==> config.mk <==
export PLATFORM = sky130hd
export DESIGN_NAME = bp_me_mem_cmd_router
export DESIGN_NICKNAME = d
export VERILOG_FILES = /design/src/rtl/bp_me_router_pkg.sv /design/src/rtl/bsg_fifo_1r1w_small.sv /design/src/rtl/bp_me_mem_cmd_router.sv
export SDC_FILE = /design/constraint.sdc
export NUM_CORES = 1
export LEC_CHECK = 0
export BUFFER_PORTS_ARGS = -buffer_cell sky130_fd_sc_hd__buf_2
export CORE_AREA = 10 10 248 250
export DETAILED_ROUTE_END_ITERATION = 10
export DIE_AREA = 0 0 258 260
export PLACE_DENSITY = 0.37
export SLEW_MARGIN = 30
export SYNTH_ARGS = -nofsm -noshare
export SYNTH_HDL_FRONTEND = slang
export SYNTH_SLANG_ARGS = --single-unit
==> constraint.sdc <==
create_clock -name clk_i -period 7.2 [get_ports clk_i]
set_clock_uncertainty 0.1 [all_clocks]
set_input_delay 1.44 -clock clk_i [delete_from_list [all_inputs] [get_ports clk_i]]
set_output_delay 1.44 -clock clk_i [all_outputs]
set_load 0.05 [all_outputs]
==> src/rtl/bp_me_router_pkg.sv <==
// Shared definitions for the memory-command router: target-id sizing,
// the decode-error id and the address window match.
package bp_me_router_pkg;

    // Widest supported configuration; ids also need one code for decode errors.
    localparam int unsigned max_targets_lp   = 8;
    localparam int unsigned max_id_width_lp  = $clog2(max_targets_lp + 1);
    localparam int unsigned match_width_lp   = 64;

    // Bits needed for a target id plus the decode-error code.
    function automatic int unsigned tgt_id_width(input int unsigned num_targets);
        return $clog2(num_targets + 1);
    endfunction

    // The decode-error id sits one past the last real target.
    function automatic int unsigned decerr_id(input int unsigned num_targets);
        return num_targets;
    endfunction

    // Inclusive base, exclusive limit, unsigned.
    function automatic logic addr_in_window(input logic [match_width_lp-1:0] addr,
                                            input logic [match_width_lp-1:0] base,
                                            input logic [match_width_lp-1:0] limit);
        return (addr >= base) && (addr < limit);
    endfunction

endpackage

==> src/rtl/bsg_fifo_1r1w_small.sv <==
// Small one-read one-write FIFO with occupancy count. Holds the target id of
// every issued command so responses can be returned in command order.
module bsg_fifo_1r1w_small #(
    parameter int unsigned width_p = 2,
    parameter int unsigned els_p   = 4
) (
    input  logic                         clk_i,
    input  logic                         reset_i,
    input  logic                         v_i,
    input  logic [width_p-1:0]           data_i,
    output logic                         ready_o,
    output logic                         v_o,
    output logic [width_p-1:0]           data_o,
    input  logic                         yumi_i,
    output logic [$clog2(els_p+1)-1:0]   count_o
);

    localparam int unsigned ptr_width_lp = (els_p > 1) ? $clog2(els_p) : 1;
    localparam int unsigned cnt_width_lp = $clog2(els_p + 1);

    logic [width_p-1:0]      mem_q [els_p];
    logic [ptr_width_lp-1:0] wptr_q, rptr_q;
    logic [cnt_width_lp-1:0] count_q;
    logic                    push, pop;

    // Explicit wrap keeps a single-entry FIFO correct.
    function automatic logic [ptr_width_lp-1:0] next_ptr(input logic [ptr_width_lp-1:0] p);
        return (p == ptr_width_lp'(els_p - 1)) ? '0 : p + 1'b1;
    endfunction

    assign ready_o = (count_q != cnt_width_lp'(els_p));
    assign v_o     = (count_q != '0);
    assign data_o  = mem_q[rptr_q];
    assign count_o = count_q;
    assign push    = v_i & ready_o;
    assign pop     = yumi_i & v_o;

    // Pointers and occupancy; simultaneous push and pop leaves the count as is.
    always_ff @(posedge clk_i) begin
        if (reset_i) begin
            wptr_q  <= '0;
            rptr_q  <= '0;
            count_q <= '0;
        end else begin
            if (push) wptr_q <= next_ptr(wptr_q);
            if (pop)  rptr_q <= next_ptr(rptr_q);
            if (push && !pop)      count_q <= count_q + 1'b1;
            else if (!push && pop) count_q <= count_q - 1'b1;
        end
    end

    // Storage needs no reset; entries are only read once written.
    always_ff @(posedge clk_i) begin
        if (push) mem_q[wptr_q] <= data_i;
    end

endmodule

==> src/rtl/bp_me_mem_cmd_router.sv <==
// N-way memory-command router: decodes the command address against per-target
// windows, issues to one target, tracks issue order and returns responses in
// command order. Optional feature macro: BP_ME_ROUTER_DECERR_EN (unmapped
// addresses get a local error response instead of going to the last target).
module bp_me_mem_cmd_router
    import bp_me_router_pkg::*;
#(
    parameter int unsigned num_targets_p     = 2,
    parameter int unsigned max_outstanding_p = 4,
    parameter int unsigned paddr_width_p     = 39,
    parameter int unsigned cmd_width_p       = 128,
    parameter int unsigned resp_width_p      = 128,
    parameter int unsigned addr_offset_p     = 0,
    parameter logic [num_targets_p*paddr_width_p-1:0] target_base_p  =
        {39'h0_4000_0000, 39'h0_0000_0000},
    parameter logic [num_targets_p*paddr_width_p-1:0] target_limit_p =
        {39'h0_8000_0000, 39'h0_4000_0000}
) (
    input  logic                                   clk_i,
    input  logic                                   reset_i,
    input  logic [cmd_width_p-1:0]                 mem_cmd_i,
    input  logic                                   mem_cmd_v_i,
    output logic                                   mem_cmd_yumi_o,
    output logic [resp_width_p-1:0]                mem_resp_o,
    output logic                                   mem_resp_v_o,
    input  logic                                   mem_resp_ready_i,
    output logic                                   mem_resp_err_o,
    output logic [cmd_width_p-1:0]                 tgt_cmd_o,
    output logic [num_targets_p-1:0]               tgt_cmd_v_o,
    input  logic [num_targets_p-1:0]               tgt_cmd_yumi_i,
    input  logic [num_targets_p*resp_width_p-1:0]  tgt_resp_i,
    input  logic [num_targets_p-1:0]               tgt_resp_v_i,
    output logic [num_targets_p-1:0]               tgt_resp_ready_o,
    output logic [$clog2(max_outstanding_p+1)-1:0] outstanding_o
);

    localparam int unsigned id_width_lp = tgt_id_width(num_targets_p);
    localparam logic [id_width_lp-1:0] decerr_id_lp = id_width_lp'(decerr_id(num_targets_p));

    logic [paddr_width_p-1:0] addr;
    logic [num_targets_p-1:0] match;
    logic                     mapped;
    logic [id_width_lp-1:0]   sel_id;
    logic [id_width_lp-1:0]   push_id;
    logic [id_width_lp-1:0]   head_id;
    logic                     cmd_routable;
    logic                     decerr_issue;
    logic                     can_issue;
    logic                     fifo_ready;
    logic                     fifo_v;
    logic                     push;
    logic                     pop;

    assign addr      = mem_cmd_i[addr_offset_p +: paddr_width_p];
    assign tgt_cmd_o = mem_cmd_i;
    // Nothing issues while full, even if the head pops this cycle.
    assign can_issue = mem_cmd_v_i & fifo_ready & ~reset_i;

    // Per-target window match on the command address.
    always_comb begin
        match = '0;
        for (int t = 0; t < num_targets_p; t++) begin
            match[t] = addr_in_window(
                match_width_lp'(addr),
                match_width_lp'(target_base_p[t*paddr_width_p +: paddr_width_p]),
                match_width_lp'(target_limit_p[t*paddr_width_p +: paddr_width_p]));
        end
    end

    // Lowest matching index wins; an unmapped address falls back to the last target.
    always_comb begin
        mapped = |match;
        sel_id = id_width_lp'(num_targets_p - 1);
        for (int t = num_targets_p - 1; t >= 0; t--) begin
            if (match[t]) sel_id = id_width_lp'(t);
        end
    end

`ifdef BP_ME_ROUTER_DECERR_EN
    assign cmd_routable = mapped;
    assign decerr_issue = can_issue & ~mapped;
    assign push_id      = mapped ? sel_id : decerr_id_lp;
`else
    assign cmd_routable = 1'b1;
    assign decerr_issue = 1'b0;
    assign push_id      = sel_id;
`endif

    // One-hot command valid towards the decoded target.
    always_comb begin
        tgt_cmd_v_o = '0;
        for (int t = 0; t < num_targets_p; t++) begin
            tgt_cmd_v_o[t] = can_issue & cmd_routable & (sel_id == id_width_lp'(t));
        end
    end

    assign push           = (|(tgt_cmd_yumi_i & tgt_cmd_v_o)) | decerr_issue;
    assign mem_cmd_yumi_o = push;

    // Forward only the head target's response; other targets stall.
    always_comb begin
        mem_resp_v_o     = 1'b0;
        mem_resp_o       = '0;
        mem_resp_err_o   = 1'b0;
        tgt_resp_ready_o = '0;
        if (fifo_v) begin
            for (int t = 0; t < num_targets_p; t++) begin
                if (head_id == id_width_lp'(t)) begin
                    mem_resp_v_o        = tgt_resp_v_i[t];
                    mem_resp_o          = tgt_resp_i[t*resp_width_p +: resp_width_p];
                    tgt_resp_ready_o[t] = mem_resp_ready_i;
                end
            end
`ifdef BP_ME_ROUTER_DECERR_EN
            if (head_id == decerr_id_lp) begin
                mem_resp_v_o   = 1'b1;
                mem_resp_err_o = 1'b1;
            end
`endif
        end
    end

    assign pop = mem_resp_v_o & mem_resp_ready_i;

    bsg_fifo_1r1w_small #(
        .width_p (id_width_lp),
        .els_p   (max_outstanding_p)
    ) order_fifo (
        .clk_i   (clk_i),
        .reset_i (reset_i),
        .v_i     (push),
        .data_i  (push_id),
        .ready_o (fifo_ready),
        .v_o     (fifo_v),
        .data_o  (head_id),
        .yumi_i  (pop),
        .count_o (outstanding_o)
    );

endmodule

==> impl_metrics.yaml <==
status:
  status: "finished clean"
min_path:
  hp-class: "register to register"
  worstHoldStart: "order_fifo.rptr_q[1]"
synth:
  ys_async_sr_fraction: 0
  syn_avg_cell_area_um2: 5.54
  synthCells: 629
  synth_nets: 1028
  yosys_warnings: 0
  ys.flop_type: "dfxtp_1"
  synth-edff-count: 4
  ys_seq_elements: 13
  synth_cell_types: 31
  synthesis.area_um2: 3490
  ys_seq_area_frac: 0.0861
route:
  route.vias.total: 4914
  drt-total-wl_um: 22600
  wl_per_cell_um: 13.8
  top_layer_used: "met5"
  drt_iter0_drc: 252
  via_per_inst: 3.00
  met3_length_um: 3170
  drt_pass1_iterations: 4
  drc_errors: 0
  ant_nets: 0
  m1WireLength_um: 7310
  wl_met2_um: 10900
critical_path:
  crit_path_start_kind: "register"
  cpMaxStageDelayCell: "mux4_4"
  cp_num_buf_inv: 2
  cp_slowest_stage_delay_ps: 930
  endpoint_kind: "output port"
  critPathMaxFanout: 67
  worst_ep_required_time_ps: 5660
  critPathKind: "register to output port"
  crit_chain: "mux4_4, buf_4, nand2_1, a21oi_1, buf_2"
  cpLargestDelayFamily: "buffers and inverters"
  worstPathArrival_ps: 2880
floorplan:
  die_area_um2: 67100
  io_pins: 658
  fp.dieH_um: 260
  num_rows: 87
  initial_core_util: 0.0620
  core_region_area_um2: 56300
  chipWidth_um: 258
sta:
  finalSetupTns_ps: 0
  max_freq_mhz: 226
  hold_viol: 0
  setup_ws_ps: 2780
  tightestPinTransition_ps: 810
  timing.final.crit_period_ps: 4420
  slew_violations: 0
  min_period_over_period: 0.614
  setup_viol: 0
  rsz0062_at_grt: "no"
  relSlewSlack: 0.460
clock_tree:
  cts_hold_buf: 0
  htreeDepth: 1
  cts_sinks: 13
  clockBufferDepth: 2
  clk_pin_slew_ps: 40
  worstSkewPairLatency_ps: 240
  ctsRootBufferMaster: "clkbuf_16"
  cts_resized: 0
  post-cts-setup-buffer-count: 0
  numCtsBuffers: 3
  cts_tree: "yes"
global_route:
  grt_usage: 0.0592
  grt_remaining_overflow: 0
  first_global_vias: 5328
  grt_max_degree: 87
  antenna_found_initial: 3
  grt_first_pass_wirelength_um: 31600
place:
  place.gp.congestion: 0.789
  dp_hpwl_um: 19500
  portBuffers: 418
  pre_cts_ws_ps: 2950
final_layout:
  fillers: 6679
  finish.utilization: 0.0979
  fin_nets: 1282
  syn2layout_area_growth_pct: 58.0
  ff_latch_area_um2: 300
  multiInputGateArea_um2: 2040
  drive_gt1_frac: 0.491
pwr:
  totalPowerFinal_w: 0.00163
  pwr_density_cell_nw_per_um2: 295
  p_leak_nw: 2.93
  max-vdd-ir-drop_uv: 163
flow_run:
  cap_viol_max_count: 0
## kinds of logic after synthesis
logic type	Yosys count	synth area share
adders and majority gates	7	0.0273
DFF	13	0.0861
muxes	10	0.0334
and+or+nand+nor	285	0.319
other	1	0.00108
AOI/OAI and AO/OA	133	0.192
buffers and inverters	178	0.336
xor gates and xnor gates	2	0.00502
## worst paths after layout
kind                                 to  slack (ps)  cells past startpoint
setup reg to reg  order_fifo.count_o[2]        3680                      9
hold / removal     order_fifo.rptr_q[1]         410                      1
setup / recovery         mem_resp_o[16]        2780                      5
hold reg to reg    order_fifo.rptr_q[1]         410                      1
## layout make-up
type,instances,share of cell area
diodes,2,0.000908
clock buffers,4,0.0143
inverters,5,0.00341
multi-input cells,438,0.370
flip-flops and latches,13,0.0545
well taps,756,0.172
repair buffers,422,0.385
## power breakdown
part	leakage [nW]	internal [W]	switching (W)
Sequential	0.114	0.0000828	0.00000998
Clock	0.0382	0.0000745	0.0000284
Combinational	2.77	0.000291	0.00114
Total	2.93	0.000448	0.00118
## cells in the final DEF (no fill, tap or decap), types with 2 or more instances in the layout
| cell | netlist | layout |
|---|---|---|
| ha_1 | 6 | 6 |
| buf_4 | 129 | 4 |
| xor2_1 | 2 | 2 |
| clkbuf_16 | 0 | 3 |
| mux2_2 | 3 | 2 |
| and2_1 | 4 | 4 |
| diode_2 | 0 | 2 |
| o21ai_0 | 2 | 2 |
| nand3_1 | 2 | 2 |
| a21oi_1 | 130 | 130 |
| inv_1 | 5 | 5 |
| buf_2 | 15 | 418 |
| edfxtp_1 | 4 | 4 |
| nor2_1 | 11 | 11 |
| dfxtp_1 | 9 | 9 |
| nand2_1 | 257 | 257 |
| mux2i_1 | 6 | 6 |
## synthesized netlist by cell type (all sizes together) (3+ instances only)
master	n	area share
inv	5	0.0054
mux2i	6	0.017
clkbuf	27	0.029
a21oi	130	0.19
dfxtp	9	0.052
nand2	257	0.28
nor2	11	0.012
buf	146	0.30
ha	6	0.022
edfxtp	4	0.034
and2	4	0.0072
mux2	3	0.0097
## through the flow
step | instance area [um^2] | std cells | hold slack, ps
6_report | 5510 | 1640 | 411
5_1_grt | 5510 | 1639 | 444
4_1_cts | 5490 | 1638 | 420
3_5_place_dp | 5410 | 1634 | 410
3_3_place_gp | 5410 | 1634 | 400
2_1_floorplan | 3490 | 629 | 376
## layer usage
metal / vias up / track usage
met3: 78 / 0.0338
met5: - / 0.00365
li1: 2382 / -
met1: 2113 / 0.0530
met4: 2 / 0.0315
met2: 339 / 0.104
Note: power is estimated with default switching activity, not from simulation.
